`src/rtl/rf_wb_arbiter_pkg.sv`:
```
// rtl/rf_wb_arbiter_pkg.sv - shared widths and writeback request type
package rf_wb_arbiter_pkg;
   localparam int REG_ADDR_W = 5;
   localparam int DATA_W     = 32;
   localparam int NUM_REGS   = 32;

   typedef struct packed {
      logic [REG_ADDR_W-1:0] addr;
      logic [DATA_W-1:0]     data;
   } wb_req_t;
endpackage

```
`src/rtl/wb_fifo.sv`:
```
// rtl/wb_fifo.sv - small synchronous FIFO of writeback requests
module wb_fifo
   import rf_wb_arbiter_pkg::*;
#(
   parameter int DEPTH = 2
) (
   input  logic    clk,
   input  logic    rst_n,
   input  logic    push,
   input  wb_req_t wr_data,
   input  logic    pop,
   output wb_req_t rd_data,
   output logic    full,
   output logic    empty
);
   localparam int PW = $clog2(DEPTH);

   wb_req_t        mem [DEPTH];
   logic [PW-1:0]  wr_ptr, rd_ptr;
   logic [PW:0]    count;
   logic           do_push, do_pop;

   assign full    = (count == (PW+1)'(DEPTH));
   assign empty   = (count == '0);
   assign do_pop  = pop && !empty;
   // a full FIFO may still take a push when the head leaves in the same cycle
   assign do_push = push && (!full || do_pop);
   assign rd_data = mem[rd_ptr];

   always_ff @(posedge clk) begin
      if (do_push) mem[wr_ptr] <= wr_data;
   end

   always_ff @(posedge clk or negedge rst_n) begin
      if (!rst_n) begin
         wr_ptr <= '0;
         rd_ptr <= '0;
         count  <= '0;
      end else begin
         if (do_push) wr_ptr <= wr_ptr + 1'b1;
         if (do_pop)  rd_ptr <= rd_ptr + 1'b1;
         case ({do_push, do_pop})
            2'b10:   count <= count + 1'b1;
            2'b01:   count <= count - 1'b1;
            default: count <= count;
         endcase
      end
   end
endmodule

```
`src/rtl/rf_wb_arbiter.sv`:
```
// rtl/rf_wb_arbiter.sv - register-file write port arbiter with pending-write scoreboard
module rf_wb_arbiter
   import rf_wb_arbiter_pkg::*;
#(
   parameter int FIFO_DEPTH   = 2,
   parameter int STARVE_LIMIT = 4,
   parameter int ZERO_PROTECT = 1
) (
   input  logic                  clk_i,
   input  logic                  rst_i,
   input  logic                  a_valid_i,
   input  logic [REG_ADDR_W-1:0] a_addr_i,
   input  logic [DATA_W-1:0]     a_data_i,
   input  logic                  b_valid_i,
   output logic                  b_ready_o,
   input  logic [REG_ADDR_W-1:0] b_addr_i,
   input  logic [DATA_W-1:0]     b_data_i,
   input  logic                  sb_set_i,
   input  logic [REG_ADDR_W-1:0] sb_addr_i,
   input  logic [REG_ADDR_W-1:0] rs_chk_i,
   input  logic [REG_ADDR_W-1:0] rt_chk_i,
   input  logic [REG_ADDR_W-1:0] rd_chk_i,
   output logic                  hazard_o,
   output logic                  stall_o,
   output logic                  RegWrite_o,
   output logic [REG_ADDR_W-1:0] RDaddr_o,
   output logic [DATA_W-1:0]     RDdata_o
);
   localparam int SW = $clog2(STARVE_LIMIT) + 1;
   localparam bit ZP = (ZERO_PROTECT != 0);

   wb_req_t             push_req, head;
   logic                full, empty, push, pop;
   logic [SW-1:0]       starve, starve_next;
   logic [NUM_REGS-1:0] pending, set_mask, clr_mask;

   assign push_req.addr = b_addr_i;
   assign push_req.data = b_data_i;
   assign b_ready_o     = !full;
   assign push          = b_valid_i && b_ready_o;
   // empty is registered, so a result pushed into an empty FIFO pops next cycle at the earliest
   assign pop           = !a_valid_i && !empty;

   wb_fifo #(.DEPTH(FIFO_DEPTH)) u_fifo (
      .clk     (clk_i),
      .rst_n   (rst_i),
      .push    (push),
      .wr_data (push_req),
      .pop     (pop),
      .rd_data (head),
      .full    (full),
      .empty   (empty)
   );

   always_comb begin
      set_mask = '0;
      clr_mask = '0;
      if (sb_set_i && sb_addr_i != '0) set_mask[sb_addr_i] = 1'b1;
      if (pop) clr_mask[head.addr] = 1'b1;
   end

   assign hazard_o = pending[rs_chk_i] | pending[rt_chk_i] | pending[rd_chk_i];

   always_comb begin
      starve_next = starve;
      if (empty || pop)
         starve_next = '0;
      else if (a_valid_i && starve < SW'(STARVE_LIMIT - 1))
         starve_next = starve + 1'b1;
   end

   always_ff @(posedge clk_i or negedge rst_i) begin
      if (!rst_i) begin
         RegWrite_o <= 1'b0;
         RDaddr_o   <= '0;
         RDdata_o   <= '0;
         stall_o    <= 1'b0;
         starve     <= '0;
         pending    <= '0;
      end else begin
         if (a_valid_i) begin
            RegWrite_o <= !(ZP && a_addr_i == '0);
            RDaddr_o   <= a_addr_i;
            RDdata_o   <= a_data_i;
         end else if (pop) begin
            RegWrite_o <= !(ZP && head.addr == '0);
            RDaddr_o   <= head.addr;
            RDdata_o   <= head.data;
         end else begin
            RegWrite_o <= 1'b0;
         end
         starve  <= starve_next;
         stall_o <= (starve_next >= SW'(STARVE_LIMIT - 1));
         pending <= (pending & ~clr_mask) | set_mask;
      end
   end

   a_after_stall: assert property (@(posedge clk_i) disable iff (!rst_i) stall_o |-> !a_valid_i);
   sb_double_set: assert property (@(posedge clk_i) disable iff (!rst_i)
      !(sb_set_i && pending[sb_addr_i] && !clr_mask[sb_addr_i]));
endmodule
```
`config.mk`:
```
export PLATFORM = sky130hd
export DESIGN_NAME = rf_wb_arbiter
export DESIGN_NICKNAME = d
export VERILOG_FILES = /design/src/rtl/rf_wb_arbiter_pkg.sv /design/src/rtl/wb_fifo.sv /design/src/rtl/rf_wb_arbiter.sv
export SDC_FILE = /design/constraint.sdc
export NUM_CORES = 1
export LEC_CHECK = 0
export ABC_AREA = 1
export BUFFER_PORTS_ARGS = -buffer_cell sky130_fd_sc_hd__buf_2
export CAP_MARGIN = 20
export CORE_MARGIN = 2
export CORE_UTILIZATION = 40
export DETAILED_ROUTE_END_ITERATION = 12
export GPL_TIMING_DRIVEN = 0
export PLACE_DENSITY = 0.6
export SLEW_MARGIN = 0
export SYNTH_ARGS = -nofsm -noshare
export SYNTH_HDL_FRONTEND = slang
export SYNTH_SLANG_ARGS = --single-unit
```
`constraint.sdc`:
```
create_clock -name clk_i -period 3.77 [get_ports clk_i]
set_clock_uncertainty 0.05 [all_clocks]
set_input_delay 0.377 -clock clk_i [delete_from_list [all_inputs] [get_ports clk_i]]
set_output_delay 0.377 -clock clk_i [all_outputs]
set_load 0.01 [all_outputs]
```
# Word level (Yosys, flattened, before mapping)

Memory sizes are Yosys's and may differ from the RTL's.
Index checks and enable logic that the tools add are counted.

Bits in registers: 78
RAM bits: 74
Memories kept: 1

Memories:

| name       | depth | bits a word | read ports | clocked after memory_dff | wr ports | RTL line      | source |
|---|---|---|---|---|---|---|---|
| u_fifo.mem | 2     | 37          | 1          | 0                        | 1        | wb_fifo.sv:18 | `wb_req_t mem [DEPTH];` |

Add/subtract/negate cells: 5
Magnitude comparators: 9
Equal/unequal tests: 3
Muxes and demuxes: 23
Bitwise operators: 5
Reductions and logical operators: 21

Operators with widths:

| kind                                                                          | count |
|---|---|
| 32-bit two-way mux                                                            | 4 |
| 32-bit bitwise AND                                                            | 1 |
| 32-bit NOT                                                                    | 1 |
| 32-bit OR                                                                     | 1 |
| 5-bit by 6-bit less-than comparator with 1-bit output (second input constant) | 5 |
| 1-bit binary-select mux with 5-bit select                                     | 3 |
| 1-bit demux with 5-bit select                                                 | 2 |
| 5-bit by 1-bit >= comparator with 1-bit output (second input constant)        | 2 |
| 5-bit logical NOT                                                             | 2 |
| 5-bit two-way mux                                                             | 2 |
| 1-bit two-way mux                                                             | 9 |
| 1-bit logical AND                                                             | 8 |
| 3-bit two-way mux                                                             | 2 |
| 1-bit logical NOT                                                             | 5 |
| 5-bit nonzero test                                                            | 1 |
| 2-bit equality test (second input constant)                                   | 2 |
| 2-bit one-hot mux with 2 select lines                                         | 1 |
| 2-bit nonzero test                                                            | 2 |
| 3-bit by 1-bit adder with 3-bit output (second input constant)                | 1 |
| 3-bit by 2-bit >= comparator with 1-bit output (second input constant)        | 1 |
| 3-bit by 2-bit less-than comparator with 1-bit output (second input constant) | 1 |
| 1-bit adder (second input constant)                                           | 2 |
| 2-bit by 1-bit adder with 2-bit output (second input constant)                | 1 |
| 2-bit by 1-bit equality test with 1-bit output (second input constant)        | 1 |
| other kinds (4)                                                               | 6 |

# Logic depth before layout (Yosys ltp)

Gate-level depths: netlist of the first run.
An unclocked memory read counts as a cell.

Depth after elaboration: 9
Mapped depth: 11
Gate-level depth less buffers: 10

# Modules after synthesis

Synthesis of the first run repeated with hierarchy kept, for this count alone.

Cells, all modules: 822
Area, all modules: 7170.6 sq um

Modules (own cells, without submodules):

| module        | instances | cells each | area each (sq um) | sequential area each (sq um) |
|---|---|---|---|---|
| rf_wb_arbiter | 1         | 599        | 4254.1            | 1851.8 |
| wb_fifo       | 1         | 223        | 2916.5            | 2322.2 |

# Worst setup path before layout of the first run

OpenSTA, ideal clock, no wires.

Path type: register to register
Start: register u_fifo.count[0]
End: memory u_fifo.mem[1][0] in the netlist's numbering, enable pin
Data arrival time: 2264 ps
Data required time: 3287 ps
Slack: 1023 ps
Stages on the path, launching flop included: 5
Buffers on the path: 0
Period minus slack after synthesis: 2747 ps
Path through: dfrtp_1 inv_1 nand2_1 nand2_1 nor2_1

Elaborated cells between the ends (all ways): 11
Those cells by class: 1 x eq/ne; 2 x mux; 8 x reduce/logical

RTL lines:

| what                                                         | RTL line                           | source |
|---|---|---|
| start: declaration                                           | wb_fifo.sv:20                      | `logic [PW:0] count;` |
| start signal: assignment                                     | wb_fifo.sv:43                      | `2'b10: count <= count + 1'b1;` |
| start signal: assignment                                     | wb_fifo.sv:44                      | `2'b01: count <= count - 1'b1;` |
| start signal: assignment                                     | wb_fifo.sv:45                      | `default: count <= count;` |
| 2-bit equality test (*)                                      | wb_fifo.sv:23                      | `assign full = (count == (PW+1)'(DEPTH));` |
| 1-bit logical NOT (*)                                        | rf_wb_arbiter.sv:39                | `assign b_ready_o = !full;` |
| named net b_ready_o                                          | rf_wb_arbiter.sv:15                | `output logic b_ready_o,` |
| 1-bit logical AND / 1-bit logical OR (equally long branches) | rf_wb_arbiter.sv:40, wb_fifo.sv:27 |  |
| 1-bit logical AND (*)                                        | wb_fifo.sv:27                      | `assign do_push = push && (!full \|\| do_pop);` |
| 1-bit two-way mux (*)                                        | wb_fifo.sv:31                      | `if (do_push) mem[wr_ptr] <= wr_data;` |
| 1-bit two-way mux (not written as such) (*)                  | wb_fifo.sv:31                      |  |
| end: declaration                                             | wb_fifo.sv:18                      |  |

Mark *: on every way through the listed nets, which the timed path passes. The rest lies on a longest branch.

# Final worst setup path of the first run

Start: input port rt_chk_i[1]
End: output port hazard_o

Word-level cells in the longest chain between the ends: 4

RTL lines:

| what                                      | RTL line            | source |
|---|---|---|
| start: declaration                        | rf_wb_arbiter.sv:21 | `input logic [REG_ADDR_W-1:0] rt_chk_i,` |
| 1-bit binary-select mux with 5-bit select | rf_wb_arbiter.sv:62 | `assign hazard_o = pending[rs_chk_i] \| pending[rt_chk_i] \| pending[rd_chk_i];` |
| 1-bit two-way mux (not written as such)   | rf_wb_arbiter.sv:62 |  |
| 1-bit OR (2 in series)                    | rf_wb_arbiter.sv:62 |  |
| end: declaration                          | rf_wb_arbiter.sv:23 | `output logic hazard_o,` |

No other way between the ends. The select of a mux whose other input is x is not followed.

==> impl_metrics.toml, run 1 <==
[outcome]
outcome = "complete, no violations"

[place]
postPlaceCellArea_sq_um = 8030
dp.cells = 1118
dp_hpwl_um = 13800
gp_congestion = 0.896
place_ws_ns = 1.65
portBuffers = 132

[routing]
drc = 0
viasPerCell = 5.18
ant_nets = 0
wl_per_cell_um = 16.5
drt_iter0_drc = 433
vias = 5972
first_pass_iters = 5
drt_wl_total_um = 19100

[critical_path]
path_class = "in2out"
startpoint_type = "primary input"
required_ns = 3.34
cpMostUsedCell = "nand3_1"
worst_ep_arrival_time_ns = 1.70
cp_slowest_stage_delay_ns = 0.36
crit_chain = "clkbuf_1 > inv_1 > nand3_1 > nand3_1 > nand2_1 > nand2_1 > nand3_1 > nand2_1 > nand3_1 > buf_2"
cp_max_fo = 9
cp_slowest_cell = "clkbuf_1"
end_kind = "output pin"

[timing]
fin_crit_ns = 2.13
finalSetupTns_ns = 0
max_freq_mhz = 470
slew_violations = 0
period_share_pct = 56.4
hold_viol = 0
worstMarginPinSlew_ns = 0.577
fin_ws_ns = 1.64
slew_headroom_pct = 61.5
finalSetupViolCount = 0
rsz0062_at_grt = "no"

[clocking]
cts_tree = "yes"
numClockSinks = 152
cts.clk_slew.worst_paths_ns = 0.06
cts_root_buffer = "clkbuf_16"
postCtsSetupBuffers = 0
cts.path.max_buffers = 2
clk_latency_ns = 0.42
holdBufCountCts = 1
numCtsBuffers = 17
post_cts_resized = 0
cts.htree.levels = 4

[floorplan]
dieArea_sq_um = 18600
num_rows = 48
core_area_sq_um = 17200
die_x_um = 136
die_h_um = 136
start_util_pct = 40.6
io_pins = 140

[yosys]
yosys_warnings = 0
syn_area_sq_um = 7010
synth-seq-cells = 152
yosysSeqAreaShare_pct = 59.6
synth_nets = 859
ys_types = 34
synth_cells = 758
syn_area_per_cell_sq_um = 9.24

[global_routing]
antenna_found_initial = 4
track_usage_pct = 21.6
grt_pass1_vias = 5652
grt_overflow = 0
grt_pass1_wl_um = 30100
grt_max_degree = 54

[power]
comb_power_share_pct = 29.3
powerDensity_nw_per_um2 = 744
power_leakage_nw = 3.78
power_frac_seq_pct = 42.7
clkPwrFrac_pct = 28.0
p_int_mw = 4.13
p_sw_mw = 2.32
swShare_pct = 36.0
ir_worst_vdd_v = 0.000436
finalPower_mw = 6.46

[layout]
final_layout_size_suffix_gt1_share_pct = 22.8
instances_no_fill = 1153
postLayoutCellArea_sq_um = 8680
final_cell_mix = "225 x nand2_1, 153 x buf_2, 78 x dfrtp_1"
syn2layout_area_growth_pct = 23.9
final_common_cell = "nand2_1"
nets = 1014

[hold_path]
hold_path.class = "in2reg"

[run]
drv_cap = 0
[power groups by stage]
stage / registers, mW / clock network (mW) / logic, mW
3_5_place_dp: 2.76 / 0 / 1.91
5_1_grt: 2.80 / 1.91 / 2.15
6_report: 2.75 / 1.81 / 1.89
2_1_floorplan: 2.69 / 0 / 1.16
3_3_place_gp: 2.79 / 0 / 1.84
4_1_cts: 2.74 / 1.84 / 1.92
[routing by layer]
layer  GRT usage, %  share of wire (%)  wire length (um)  vias up
met5              0              0.037                 7        -
met4           7.93                2.4               463        2
met3           6.56                8.0              1530       40
met2           33.8                 47              8950      227
met1           28.3                 43              8110     2778
li1               -                  -                 -     2925
[final cells by class]
class	instances	area [sq um]
Tap cell	225	282
Clock inverter	14	195
Clock buffer	18	439
Buffer	34	166
Fill cell	1592	8550
Sequential cell	152	4170
Timing Repair Buffer	136	741
Antenna cell	2	5.00
Inverter	42	160
Multi-Input combinational cell	530	2520
[cell families (layout without fill, tap and decap cells)]
logic type | after synthesis | in the layout | synth area share (%)
fa+ha+maj | 2 | 2 | 0.357
other cells | 0 | 2 | 0
simple gates | 366 | 366 | 21.8
flops | 152 | 152 | 59.6
xor+xnor | 3 | 3 | 0.375
compound gates | 158 | 158 | 12.9
mux | 1 | 1 | 0.321
buf+inv | 76 | 244 | 4.66
[sequential cells by signal, summed over array words and instances (netlist names)]
register       flops
stall_o            1
starve             3
u_fifo.wr_ptr      1
u_fifo.mem        74
u_fifo.rd_ptr      1
pending           32
u_fifo.count       2
RDdata_o          32
RDaddr_o           5
RegWrite_o         1
[path summary, 6_finish.rpt]
kind / from / endpoint / slack, ns / cells after the start
worst min-delay path: b_data_i[11] / u_fifo.mem[0][11] / 0.09 / 1
worst min register to register: starve[2] / starve[0] / 0.40 / 1
worst max-delay path: rt_chk_i[1] / hazard_o / 1.64 / 10
min in group asynchronous: rst_i / RDdata_o[13] / 0.38 / 2
max in group asynchronous: rst_i / RDdata_o[31] / 2.70 / 3
worst max register to register: u_fifo.count[0] / u_fifo.mem[1][3] / 1.98 / 5
[cell usage after synthesis (all sizes together)]
library cell	number	area share, %
inv	42	2.3
xnor2	2	0.25
nand4	6	0.54
dfrtp	78	28
a21oi	43	3.1
o211ai	5	0.54
o41ai	1	0.13
nor2	48	2.8
nand2	229	12
or2	4	0.36
nand3b	2	0.21
nor3	1	0.071
o31ai	7	0.75
edfxtp	74	32
o21ai	88	6.6
mux2i	1	0.32
a221o	1	0.14
nand3	76	5.5
xor2	1	0.13
clkbuf	9	0.48
buf	25	1.9
ha	2	0.36
o311ai	13	1.6
[worst max-delay path: cells and delay by family]
family,cells,cell delay [ns]
and+or+nand+nor,7,0.57
buffers and inverters,3,0.74
[metrics by stage]
step	hold WS, ns	util, %
after floorplan	0.0314	-
after CTS	0.0753	50.3
final	0.0880	50.4
after global placement	0.393	46.1
after global routing	0.0752	50.3
after detailed placement	0.279	46.6
No activity file was read; power rests on OpenSTA's default activity.
==> run 2: changes to the inputs <==
--- a/config.mk
+++ b/config.mk
@@ -12,7 +12,7 @@
 export CORE_UTILIZATION = 40
 export DETAILED_ROUTE_END_ITERATION = 12
 export GPL_TIMING_DRIVEN = 0
-export PLACE_DENSITY = 0.6
+export PLACE_DENSITY = 0.62
 export SLEW_MARGIN = 0
 export SYNTH_ARGS = -nofsm -noshare
 export SYNTH_HDL_FRONTEND = slang
==> constraint.sdc (replaced) <==
create_clock -name clk_i -period 1.75 [get_ports clk_i]
set_clock_uncertainty 0.05 [all_clocks]
set_input_delay 0.175 -clock clk_i [delete_from_list [all_inputs] [get_ports clk_i]]
set_output_delay 0.175 -clock clk_i [all_outputs]
set_load 0.01 [all_outputs]
==> impl_metrics.toml, run 2 (synthesis gave the netlist of run 1 again) <==
[timing]
hold_slack_ns = 0.0266
fin_ws_ns = -0.146
slew_headroom_pct = 62.5
slew_violations = 0
finalSetupViolCount = 1
max_freq_mhz = 528
worstMarginPinSlew_ns = 0.563
period_share_pct = 108
rsz0062_at_grt = "yes"
hold_viol = 0
fin_crit_ns = 1.90

[layout]
nets = 1092
syn2layout_area_growth_pct = 35.7
final_common_cell = "nand2_1"
register_area_sq_um = 4180
top_register = "u_fifo.mem"
final_layout_size_suffix_gt1_share_pct = 22.9
instances_no_fill = 1230
largest_reg_flops = 74
reg_top3 = "u_fifo.mem x74, RDdata_o x32, pending x32"
num-fill-cells = 1512
final_cell_mix = "222 x nand2_1, 150 x buf_2, 77 x dfrtp_1"
multi_input_area_sq_um = 2600

[clocking]
cts_tree = "yes"
numCtsBuffers = 17
cts.clk_slew.worst_paths_ns = 0.06
clk_latency_ns = 0.42
cts.path.max_buffers = 2
numClockSinks = 152
cts.htree.levels = 4
cts_root_buffer = "clkbuf_16"

[routing]
wl_per_cell_um = 16.2
first_pass_iters = 5
drc = 0
vias = 6314
top_layer = "met4"
drt_wl_total_um = 19900
viasPerCell = 5.13
m1WireLength_um = 8530
route.met3.wl_um = 1300
drt_iter0_drc = 378
wl_met2_um = 9820
ant_nets = 0

[global_routing]
antenna_found_initial = 0
grt_pass1_vias = 6232
track_usage_pct = 22.4
grt_max_degree = 63
grt_overflow = 0
grt_pass1_wl_um = 31800

[power]
ir_worst_vdd_v = 0.000773
finalPower_mw = 14.0
powerDensity_nw_per_um2 = 1470
power_leakage_nw = 4.12

[critical_path]
crit_buf_inv = 2
cp_num_cells = 10
required_ns = 1.52
end_kind = "output pin"
cp_top_family = "simple AND/OR/NAND/NOR gates"
worst_ep_arrival_time_ns = 1.67
path_class = "reg2out"
startpoint_type = "flip-flop"
setup.worst_path.start = "pending[16]"
cp_max_fo = 4
cp_slowest_stage_delay_ns = 0.43
r2r_start = "u_fifo.rd_ptr"
r2r_setup_slack_ns = 0.12
cpMostUsedCell = "nand2_1"
r2r_cells = 5
timing.rr.end = "pending[24]"
cp-endpoint = "hazard_o"
crit_chain = "buf_4 > nand2_1 > nand3_1 > nand3_1 > nand2_1 > nand2_1 > nand3_1 > nand2_1 > nand3_2 > buf_6"
cp_slowest_cell = "dfrtp_1"

[floorplan]
dieArea_sq_um = 18600
core_area_sq_um = 17200
num_rows = 48
io_pins = 140
die_h_um = 136
die_x_um = 136
start_util_pct = 40.6

[outcome]
outcome = "complete, but fails checks"
violations = "negative setup slack"

[place]
dp.cells = 1118
place_ws_ns = -0.100
gp_congestion = 0.879
dp_hpwl_um = 13700
portBuffers = 132

[hold_path]
hold_path.class = "in2reg"

[run]
drv_cap = 0
run 2: cell types whose count changed in the layout (fill, tap and decap cells not counted), moves of 4 or more:
| cell | previous run | this run |
|---|---|---|
| dlygate4sd3_1 | 1 | 75 |
| clkinvlp_4 | 1 | 5 |
| buf_4 | 4 | 8 |
| o21ai_1 | 28 | 32 |
| nand3_1 | 75 | 71 |
| o21ai_0 | 56 | 52 |
run 2: layout make-up:
type                    count  area share (%)
plain buffers              34            1.88
clock buffers              17            4.47
multi-input cells         530            27.3
flip-flops and latches    152            43.9
inverters                  42            1.68
clock inverters            15            1.76
repair buffers            214            16.0
well taps                 225            2.96
diodes                      1          0.0263
run 2: layer usage:
layer	up-vias	global-route usage, %
met5	-	0
met4	0	7.23
met3	19	4.25
met2	223	37.8
met1	3004	29.0
li1	3068	-
run 2: worst register-to-register path, stage by stage, from the launching register on:
cell     delay, ns
dfrtp_1       0.38
buf_6         0.19
mux2i_4       0.40
nand3_4       0.20
o21ai_1       0.18
o21ai_0       0.10
run 2: worst min path at each step:
| stage | from | end | slack (ns) | cells past startpoint |
|---|---|---|---|---|
| finish | a_data_i[9] | RDdata_o[9] | 0.03 | 3 |
| CTS | a_data_i[14] | RDdata_o[14] | 0.01 | 3 |
| global route | a_data_i[9] | RDdata_o[9] | 0.05 | 3 |
| global placement | b_data_i[16] | u_fifo.mem[0][16] | 0.31 | 1 |
| detailed placement | rst_i | RDdata_o[18] | 0.02 | 1 |
| floorplan | rst_i | RDaddr_o[0] | -0.17 | 0 |
run 2: repair_timing:
action,in CTS,in global routing
pin swaps,2,10
setup endpoints to repair,57,50
gates resized for setup,3,29
hold buffers,75,0
setup buffers,2,2
endpoints found under the hold margin,189,0
run 2: metrics by stage:
step	utilization, %	TNS [ns]	cell area [sq um]
after floorplan	-	-28.46	7010
after global placement	46.1	-91.63	7950
after detailed placement	46.6	-1.66	8030
after CTS	54.5	-0.143	9400
after global routing	55.2	-0.353	9510
final	55.2	-0.146	9510
run 2: where the power goes:
part | total (mW) | internal, mW | switching [mW] | leakage (nW)
sequential | 5.83 | 4.99 | 0.842 | 1.63
combinational | 4.46 | 1.70 | 2.76 | 2.21
clock | 3.66 | 2.13 | 1.53 | 0.278
total | 14.0 | 8.83 | 5.13 | 4.12
